===== config.mk =====
export PLATFORM = sky130hd
export DESIGN_NAME = nvdla_dbb_req_arbiter
export DESIGN_NICKNAME = d
export VERILOG_FILES = /design/src/rtl/nvdla_dbb_req_arbiter_pkg.sv /design/src/rtl/nvdla_dbb_req_arbiter_rr_arb2.sv /design/src/rtl/nvdla_dbb_req_arbiter.sv
export SDC_FILE = /design/constraint.sdc
export NUM_CORES = 1
export LEC_CHECK = 0
export CELL_PAD_IN_SITES_DETAIL_PLACEMENT = 1
export CELL_PAD_IN_SITES_GLOBAL_PLACEMENT = 1
export CORE_MARGIN = 1.5
export CORE_UTILIZATION = 32
export CTS_CLUSTER_DIAMETER = 150
export DETAILED_ROUTE_END_ITERATION = 12
export PLACE_DENSITY_LB_ADDON = 0.05
export RECOVER_POWER = 100
export REMOVE_ABC_BUFFERS = 1
export SKIP_CTS_REPAIR_TIMING = 1
export SYNTH_ARGS = -nofsm -noshare
export SYNTH_HDL_FRONTEND = slang
export SYNTH_SLANG_ARGS = --single-unit

===== constraint.sdc =====
create_clock -name clk_i -period 3.2 [get_ports clk_i]
set_input_delay 0.64 -clock clk_i [delete_from_list [all_inputs] [get_ports clk_i]]
set_output_delay 0.64 -clock clk_i [all_outputs]
set_load 0.05 [all_outputs]

===== src/rtl/nvdla_dbb_req_arbiter_pkg.sv =====
// nvdla_package: shared state, request types and default widths for DBB request sharing
package nvdla_package;
    localparam int DBB_ADDR_W      = 64;
    localparam int DBB_LEN_W       = 13;
    localparam int DBB_ID_W        = 8;
    localparam int DBB_CNT_W       = 16;
    localparam int DBB_TIMEOUT_CYC = 4096;

    typedef enum logic [1:0] {IDLE, ISSUE, WAIT_DONE} state_dbb_arb_t;

    typedef struct packed {
        logic [DBB_ADDR_W-1:0] addr;
        logic [DBB_LEN_W-1:0]  len;
        logic [DBB_ID_W-1:0]   id;
        logic                  write;
    } dbb_req_t;
endpackage


===== src/rtl/nvdla_dbb_req_arbiter_rr_arb2.sv =====
// nvdla_rr_arb2: two-way round-robin arbiter with last-grant pointer and grant enable
// Ports: clk_i/rst_ni (async active-low) clock and reset, clear_i soft clear,
//        en_i grant enable, req_i[1:0] requests, gnt_o[1:0] one-hot grant (comb).
// Pointer resets to requester 1, so requester 0 wins the first contention.
module nvdla_rr_arb2 (
    input  logic       clk_i,
    input  logic       rst_ni,
    input  logic       clear_i,
    input  logic       en_i,
    input  logic [1:0] req_i,
    output logic [1:0] gnt_o
);
    logic last_q, last_d;

    always_comb begin
        gnt_o[0] = en_i & req_i[0] & (~req_i[1] | last_q);
        gnt_o[1] = en_i & req_i[1] & (~req_i[0] | ~last_q);
        last_d   = |gnt_o ? gnt_o[1] : last_q;
    end

    always_ff @(posedge clk_i or negedge rst_ni) begin
        if (!rst_ni) last_q <= 1'b1;
        else         last_q <= clear_i ? 1'b1 : last_d;
    end
endmodule


===== src/rtl/nvdla_dbb_req_arbiter.sv =====
// nvdla_dbb_req_arbiter: shares one DBB bridge between NVDLA write and read request channels
// Ports: clk_i, rst_ni (async active-low), clear_i (sync soft clear);
//        wr_req_* / rd_req_* upstream valid/ready request channels;
//        req_* forwarded request to the bridge; wr_done_i / rd_done_i completion pulses;
//        busy_o transaction in flight; wr_cnt_o / rd_cnt_o saturating completion counters.
// Optional: NVDLA_DBB_ARB_TIMEOUT_EN adds TIMEOUT_CYC and sticky timeout_o watchdog.
module nvdla_dbb_req_arbiter
    import nvdla_package::*;
#(
    parameter int ADDR_W = DBB_ADDR_W,
    parameter int LEN_W  = DBB_LEN_W,
    parameter int ID_W   = DBB_ID_W,
    parameter int CNT_W  = DBB_CNT_W
`ifdef NVDLA_DBB_ARB_TIMEOUT_EN
    , parameter int TIMEOUT_CYC = DBB_TIMEOUT_CYC
`endif
) (
    input  logic              clk_i,
    input  logic              rst_ni,
    input  logic              clear_i,
    input  logic              wr_req_valid_i,
    output logic              wr_req_ready_o,
    input  logic [ADDR_W-1:0] wr_req_addr_i,
    input  logic [LEN_W-1:0]  wr_req_len_i,
    input  logic [ID_W-1:0]   wr_req_id_i,
    input  logic              rd_req_valid_i,
    output logic              rd_req_ready_o,
    input  logic [ADDR_W-1:0] rd_req_addr_i,
    input  logic [LEN_W-1:0]  rd_req_len_i,
    input  logic [ID_W-1:0]   rd_req_id_i,
    output logic              req_valid_o,
    input  logic              req_ready_i,
    output logic              req_write_o,
    output logic [ADDR_W-1:0] req_addr_o,
    output logic [LEN_W-1:0]  req_len_o,
    output logic [ID_W-1:0]   req_id_o,
    input  logic              wr_done_i,
    input  logic              rd_done_i,
    output logic              busy_o,
    output logic [CNT_W-1:0]  wr_cnt_o,
    output logic [CNT_W-1:0]  rd_cnt_o
`ifdef NVDLA_DBB_ARB_TIMEOUT_EN
    , output logic            timeout_o
`endif
);
    state_dbb_arb_t   state_q, state_d;
    dbb_req_t         hold_q, hold_d;
    logic [CNT_W-1:0] wr_cnt_q, wr_cnt_d, rd_cnt_q, rd_cnt_d;
    logic [1:0]       gnt;
    logic             done, expired;

    // Grants are suppressed during clear so an accepted request is never lost to it.
    nvdla_rr_arb2 u_arb (
        .clk_i   (clk_i),
        .rst_ni  (rst_ni),
        .clear_i (clear_i),
        .en_i    (state_q == IDLE && !clear_i),
        .req_i   ({rd_req_valid_i, wr_req_valid_i}),
        .gnt_o   (gnt)
    );

    assign wr_req_ready_o = gnt[0];
    assign rd_req_ready_o = gnt[1];
    assign req_valid_o    = state_q == ISSUE;
    assign req_write_o    = hold_q.write;
    assign req_addr_o     = hold_q.addr;
    assign req_len_o      = hold_q.len;
    assign req_id_o       = hold_q.id;
    assign busy_o         = state_q != IDLE;
    assign wr_cnt_o       = wr_cnt_q;
    assign rd_cnt_o       = rd_cnt_q;
    assign done           = hold_q.write ? wr_done_i : rd_done_i;

`ifdef NVDLA_DBB_ARB_TIMEOUT_EN
    localparam int TMO_W = $clog2(TIMEOUT_CYC + 1);
    logic [TMO_W-1:0] tmo_q, tmo_d;
    logic             timeout_q, timeout_d;

    // Counter holds the number of completed WAIT_DONE cycles; the last one expires.
    assign expired   = state_q == WAIT_DONE && !done && tmo_q == TMO_W'(TIMEOUT_CYC - 1);
    assign timeout_o = timeout_q;

    always_comb begin
        tmo_d     = state_q == WAIT_DONE ? tmo_q + 1'b1 : '0;
        timeout_d = timeout_q | expired;
    end

    always_ff @(posedge clk_i or negedge rst_ni) begin
        if (!rst_ni) begin
            tmo_q     <= '0;
            timeout_q <= 1'b0;
        end else if (clear_i) begin
            tmo_q     <= '0;
            timeout_q <= 1'b0;
        end else begin
            tmo_q     <= tmo_d;
            timeout_q <= timeout_d;
        end
    end
`else
    assign expired = 1'b0;
`endif

    always_comb begin
        state_d  = state_q;
        hold_d   = hold_q;
        wr_cnt_d = wr_cnt_q;
        rd_cnt_d = rd_cnt_q;
        case (state_q)
            IDLE: if (|gnt) begin
                state_d = ISSUE;
                hold_d  = gnt[0] ? dbb_req_t'{addr: wr_req_addr_i, len: wr_req_len_i, id: wr_req_id_i, write: 1'b1}
                                 : dbb_req_t'{addr: rd_req_addr_i, len: rd_req_len_i, id: rd_req_id_i, write: 1'b0};
            end
            ISSUE: if (req_ready_i) state_d = WAIT_DONE;
            WAIT_DONE: if (done) begin
                state_d  = IDLE;
                wr_cnt_d = hold_q.write ? wr_cnt_q + CNT_W'(~&wr_cnt_q) : wr_cnt_q;
                rd_cnt_d = hold_q.write ? rd_cnt_q : rd_cnt_q + CNT_W'(~&rd_cnt_q);
            end else if (expired) begin
                state_d = IDLE;
            end
            default: state_d = IDLE;
        endcase
    end

    always_ff @(posedge clk_i or negedge rst_ni) begin
        if (!rst_ni) begin
            state_q  <= IDLE;
            hold_q   <= '0;
            wr_cnt_q <= '0;
            rd_cnt_q <= '0;
        end else if (clear_i) begin
            state_q  <= IDLE;
            hold_q   <= '0;
            wr_cnt_q <= '0;
            rd_cnt_q <= '0;
        end else begin
            state_q  <= state_d;
            hold_q   <= hold_d;
            wr_cnt_q <= wr_cnt_d;
            rd_cnt_q <= rd_cnt_d;
        end
    end
endmodule


After elaboration in Yosys (flattened, before gate mapping)
Cells that the tools add are included.
{"block": "totals", "out_inout_bits": 122, "memories": 0, "rom_bits": 0, "latchBits": 0, "ramBits": 0, "word_cells": 63, "reg_bits": 121}
{"block": "op_classes", "mul": 0, "div": 0, "n_shift": 0, "magnitude_cmp": 0, "eq_ne": 6, "n_reduce_logical": 18, "n_mux": 20, "n_addsub": 2, "n_bitwise": 9}
{"cell": "86-bit 2-to-1 mux", "n": 4}
{"cell": "16-bit 2-to-1 mux", "n": 8}
{"cell": "16-bit by 1-bit adder with 16-bit output", "n": 2}
{"cell": "16-bit AND reduction", "n": 2}
{"cell": "2-bit nonzero test", "n": 6}
{"cell": "3-bit AND reduction", "n": 3}
{"cell": "2-bit 2-to-1 mux", "n": 4}
{"cell": "3-bit by 2-bit inequality test with 1-bit output (second input constant)", "n": 2}
{"cell": "2-bit case mux with 3 select lines", "n": 1}
{"cell": "1-bit bitwise AND", "n": 4}
{"cell": "1-bit logical NOT", "n": 3}
{"cell": "1-bit 2-to-1 mux", "n": 3}
{"cell": "3-bit inequality test (second input constant)", "n": 1}
{"cell": "1-bit NOT", "n": 3}
{"cell": "2-bit by 1-bit == test with 1-bit output (second input constant)", "n": 1}
{"cell": "2-bit == test (second input constant)", "n": 1}
{"cell": "2-bit logical NOT", "n": 1}
{"cell": "2-bit inequality test (second input constant)", "n": 1}
{"cell": "1-bit bitwise OR", "n": 2}
{"cell": "2-bit AND reduction", "n": 1}
{"cell": "2-bit OR reduction", "n": 1}
{"cell": "1-bit logical AND", "n": 1}

Longest topological paths before layout
{"block": "logic_depth", "depth_word": 8, "depth_mapped": 9, "depth_no_buf": 8}

By module
From an unflattened synthesis, not the netlist that was laid out.
{"block": "unflattened", "cells_unflattened": 585, "area_unflattened_um2": 6088.3}
{"mod": "nvdla_dbb_req_arbiter", "n_inst": 1, "area_per_inst_um2": 6015.8, "cells_per_inst": 576}
{"mod": "nvdla_rr_arb2", "n_inst": 1, "area_per_inst_um2": 72.6, "cells_per_inst": 9}

Worst setup path after synthesis
Ideal clock, no wire load.
{"block": "synth_timing", "kind": "input to output", "startpoint": "in clear_i", "endpoint": "out wr_req_ready_o", "setup_slack_ps": 623, "path_buffers": 2, "required_ps": 2560, "stages": 5, "arrival_ps": 1937, "cell_sequence": "buf_2 > nor3_2 > nand3_2 > inv_1 > clkbuf_1"}
{"block": "synth_between", "elab_chain_len": 4}
{"element": "start, declared", "line": "nvdla_dbb_req_arbiter.sv:20", "rtl": "input logic clear_i,"}
{"element": "1-bit logical NOT", "line": "nvdla_dbb_req_arbiter.sv:57", "rtl": ".en_i (state_q == IDLE && !clear_i),"}
{"element": "1-bit logical AND", "line": "nvdla_dbb_req_arbiter.sv:57"}
{"element": "1-bit bitwise AND (2 in a row)", "line": "nvdla_dbb_req_arbiter_rr_arb2.sv:16", "rtl": "gnt_o[0] = en_i & req_i[0] & (~req_i[1] | last_q);"}
{"element": "end, declared", "line": "nvdla_dbb_req_arbiter.sv:22", "rtl": "output logic wr_req_ready_o,"}
No other way between the ends.

Worst setup path after layout
{"block": "layout_timing", "startpoint": "reg state_q[1]", "endpoint": "out wr_req_ready_o"}
{"block": "layout_between", "elab_chain_len": 4}
{"element": "start, declared", "line": "nvdla_dbb_req_arbiter.sv:46", "rtl": "state_dbb_arb_t state_q, state_d;"}
{"element": "start signal, assigned", "line": "nvdla_dbb_req_arbiter.sv:139", "rtl": "state_q <= state_d;"}
{"element": "2-bit logical NOT", "line": "nvdla_dbb_req_arbiter.sv:57"}
{"element": "1-bit logical AND", "line": "nvdla_dbb_req_arbiter.sv:57"}
{"element": "1-bit bitwise AND (2 in a row)", "line": "nvdla_dbb_req_arbiter_rr_arb2.sv:16"}
No other way between the ends.

==> flow_summary.toml <==
[pwr]
leakagePower_nw = 4.66
total_power_mw = 4.81
p_per_area_mw_per_mm2 = 497
ir_drop_mv = 0.398

[clock_tree]
h-tree-depth = 4
clk_root_buffer_cell = "clkbuf_16"
clk_latency_ps = 420
cts_tree = "built"
cts_buffer_depth = 2
clkTransAtPathRegs_ps = 60
cts_made_buffers = 17
clock-sinks = 121

[placement]
dp.cells = 1076
postPlaceCellArea_mm2 = 0.00912
place.gp.congestion = 0.807
dp_hpwl_um = 16200
portBuffers = 299

[critical_path]
crit_fanout = 10
critPathRequiredTime_ps = 2560
start_kind = "flip-flop"
slowest_delay_ps = 470
slowest_stage = "dfrtp_1"
worstPathCellList = "nor3_2 > nand3_1 > inv_1 > buf_12"
rrSetupSlack_ps = 640
arrival_ps = 2130
cp-end-kind = "output port"
crit_type = "reg -> out"

[grt]
grtUsageTotal = 0.235
grt_antenna_before_repair = 3
grt-ovfl-total = 0
grt_pass1_vias = 6259
grt_pass1_wl_um = 35200
grt_max_degree = 83

[die]
dieArea_mm2 = 0.0192
die_w_um = 139
rows = 49
ios = 300
initial_core_util = 0.327
fp.dieH_um = 139
core-area_mm2 = 0.0180

[layout]
regArea_mm2 = 0.00303
fill_cells = 1970
post-route-util = 0.536
multi_input_area_mm2 = 0.00263
finalNetCount = 1048
areaGrowthSynthToFinish_pct = 64.2
finalNonFillerCells = 1111
layout-drive-gt1-share = 0.0580
fin_area_mm2 = 0.00967

[sta]
fin_crit_ps = 2770
slew_violations = 0
skew_ps = 6.79
timing.final.crit_share = 0.866
fin_hold_ws_ps = 560
tightest_slew_ps = 1480
clock.fmax_mhz = 361
maxSlewHeadroom = 0.0112
finalSetupViolations = 0
rsz0062_at_grt = "no"
hold_viol_final = 0

[route]
ant_nets = 0
drc = 0
wl_um = 22500
wl_per_cell_um = 20.2
viasPerCell = 5.11
num_vias = 5674
drt_first_pass_iters = 4
drtIter0Drc = 221

[synth]
ys_seq_area_frac = 0.515
synth_edf_count = 0
synth.ff_latch_count = 121
netlist_top_cells_area = "dfrtp_1 (51%), mux2i_1 (14%), o21ai_0 (8.2%), nand2_1 (6.4%), xor2_1 (1.8%)"
ys_types = 50
synthArstFlopShare = 1.00
postSynthAreaPerCell_um2 = 10.2
yosys_warnings = 0
ys.flop_type = "dfrtp_1"
syn_inst = 578
synth_top_area_frac = 0.510
yosys.area.top_type = "dfrtp_1"
mappedNetlistArea_mm2 = 0.00589

[run]
max_cap_viol_count = 0

[run_status]
status = "finished, final reports clean"

[worst_hold_path]
hold_path.class = "reg -> reg"
-- sequential cells by signal, summed over array words and instances (netlist names) --
register,cells
req_id_o,8
req_len_o,13
state_q,2
req_write_o,1
req_addr_o,64
rd_cnt_o,16
wr_cnt_o,16
u_arb.last_q,1
-- cell usage in the layout, fill, tap and decap left out, drive strengths merged, types with 2 or more instances in the layout --
| cell | n |
|---|---|
| diode | 3 |
| nor2b | 3 |
| ha | 4 |
| inv | 6 |
| nand3 | 6 |
| buf | 7 |
| or3 | 11 |
| dlygate4sd3 | 120 |
| a21oi | 19 |
| xor2 | 12 |
| mux2i | 82 |
| clkinvlp | 5 |
| and4 | 4 |
| and2 | 2 |
| nand2b | 2 |
| nand2 | 100 |
| or4 | 8 |
| bufinv | 2 |
| o31ai | 9 |
| nand3b | 2 |
| dfrtp | 120 |
| nor2 | 18 |
| a31oi | 2 |
| nand4 | 7 |
| clkinv | 4 |
| clkbuf | 25 |
| nor3 | 2 |
| and3 | 2 |
| o21ai | 98 |
| o211ai | 6 |
| clkdlybuf4s50 | 175 |
| o2111ai | 4 |
-- worst max-delay path: cells and delay by family (launching register included) --
kind | cells | cell delay [ps]
flip-flops | 1 | 470
AND/OR/NAND/NOR | 2 | 740
buffers and inverters | 2 | 490
-- synth_stat cells, types with 2 or more instances --
cell	number
o21ai_0	96
nor2_1	18
a31oi_1	2
nand3_2	2
and2_1	2
o31ai_1	9
or3_1	11
buf_4	6
ha_1	4
dfrtp_1	120
nand3b_1	2
a21oi_1	19
o2111ai_1	3
nand3_1	4
mux2i_1	82
clkbuf_1	13
o211ai_1	4
nand2b_1	2
and3_1	2
nand4_1	6
and4_1	4
inv_1	5
or4_1	8
xor2_1	12
nor2b_1	3
nand2_1	100
buf_2	16
-- power breakdown --
| group | switching (mW) | internal, mW |
|---|---|---|
| registers | 0.0687 | 1.64 |
| logic | 0.703 | 0.449 |
| clock network | 0.741 | 1.20 |
-- metal layers --
metal | track usage | vias to the layer above | wire length (µm)
met2 | 0.408 | 181 | 11500
met1 | 0.263 | 2831 | 8720
met4 | 0.0992 | 0 | 617
met5 | 0 | - | 0
met3 | 0.0825 | 31 | 1660
li1 | - | 2631 | -
-- path summary, 6_finish.rpt --
| check | to | depth (start not counted) | from |
|---|---|---|---|
| worst max-delay path | wr_req_ready_o | 4 | state_q[1] |
| worst min-delay path | req_addr_o[28] | 2 | req_addr_o[28] |
| worst max register to register | wr_cnt_o[6] | 7 | wr_cnt_o[1] |
| worst min register to register | req_addr_o[28] | 2 | req_addr_o[28] |
| max in group asynchronous | u_arb.last_q | 2 | rst_ni |
| min in group asynchronous | rd_cnt_o[13] | 1 | rst_ni |
-- cells by family after synthesis --
kind of cell / after synthesis / synth area share
AOI/OAI and AO/OA: 145 / 0.142
muxes: 82 / 0.139
adders and majority gates: 4 / 0.00850
DFF: 121 / 0.515
buffers and inverters: 43 / 0.0361
and+or+nand+nor: 171 / 0.142
xor gates and xnor gates: 12 / 0.0179
-- metrics by stage --
step / TNS, ps / setup WS [ps]
5_1_grt: 0 / 321
2_1_floorplan: -132860 / -2410
3_3_place_gp: 0 / 720
6_report: 0 / 427
4_1_cts: 0 / 602
3_5_place_dp: 0 / 695
-- layout make-up --
cell class	count	area share
Timing Repair Buffer	306	0.321
Clock inverter	11	0.0126
Tap cell	229	0.0296
Inverter	6	0.00233
Sequential cell	121	0.313
Clock buffer	21	0.0487
Multi-Input combinational cell	414	0.272
Antenna cell	3	0.000777
Note: power is estimated with default switching activity, not from simulation.
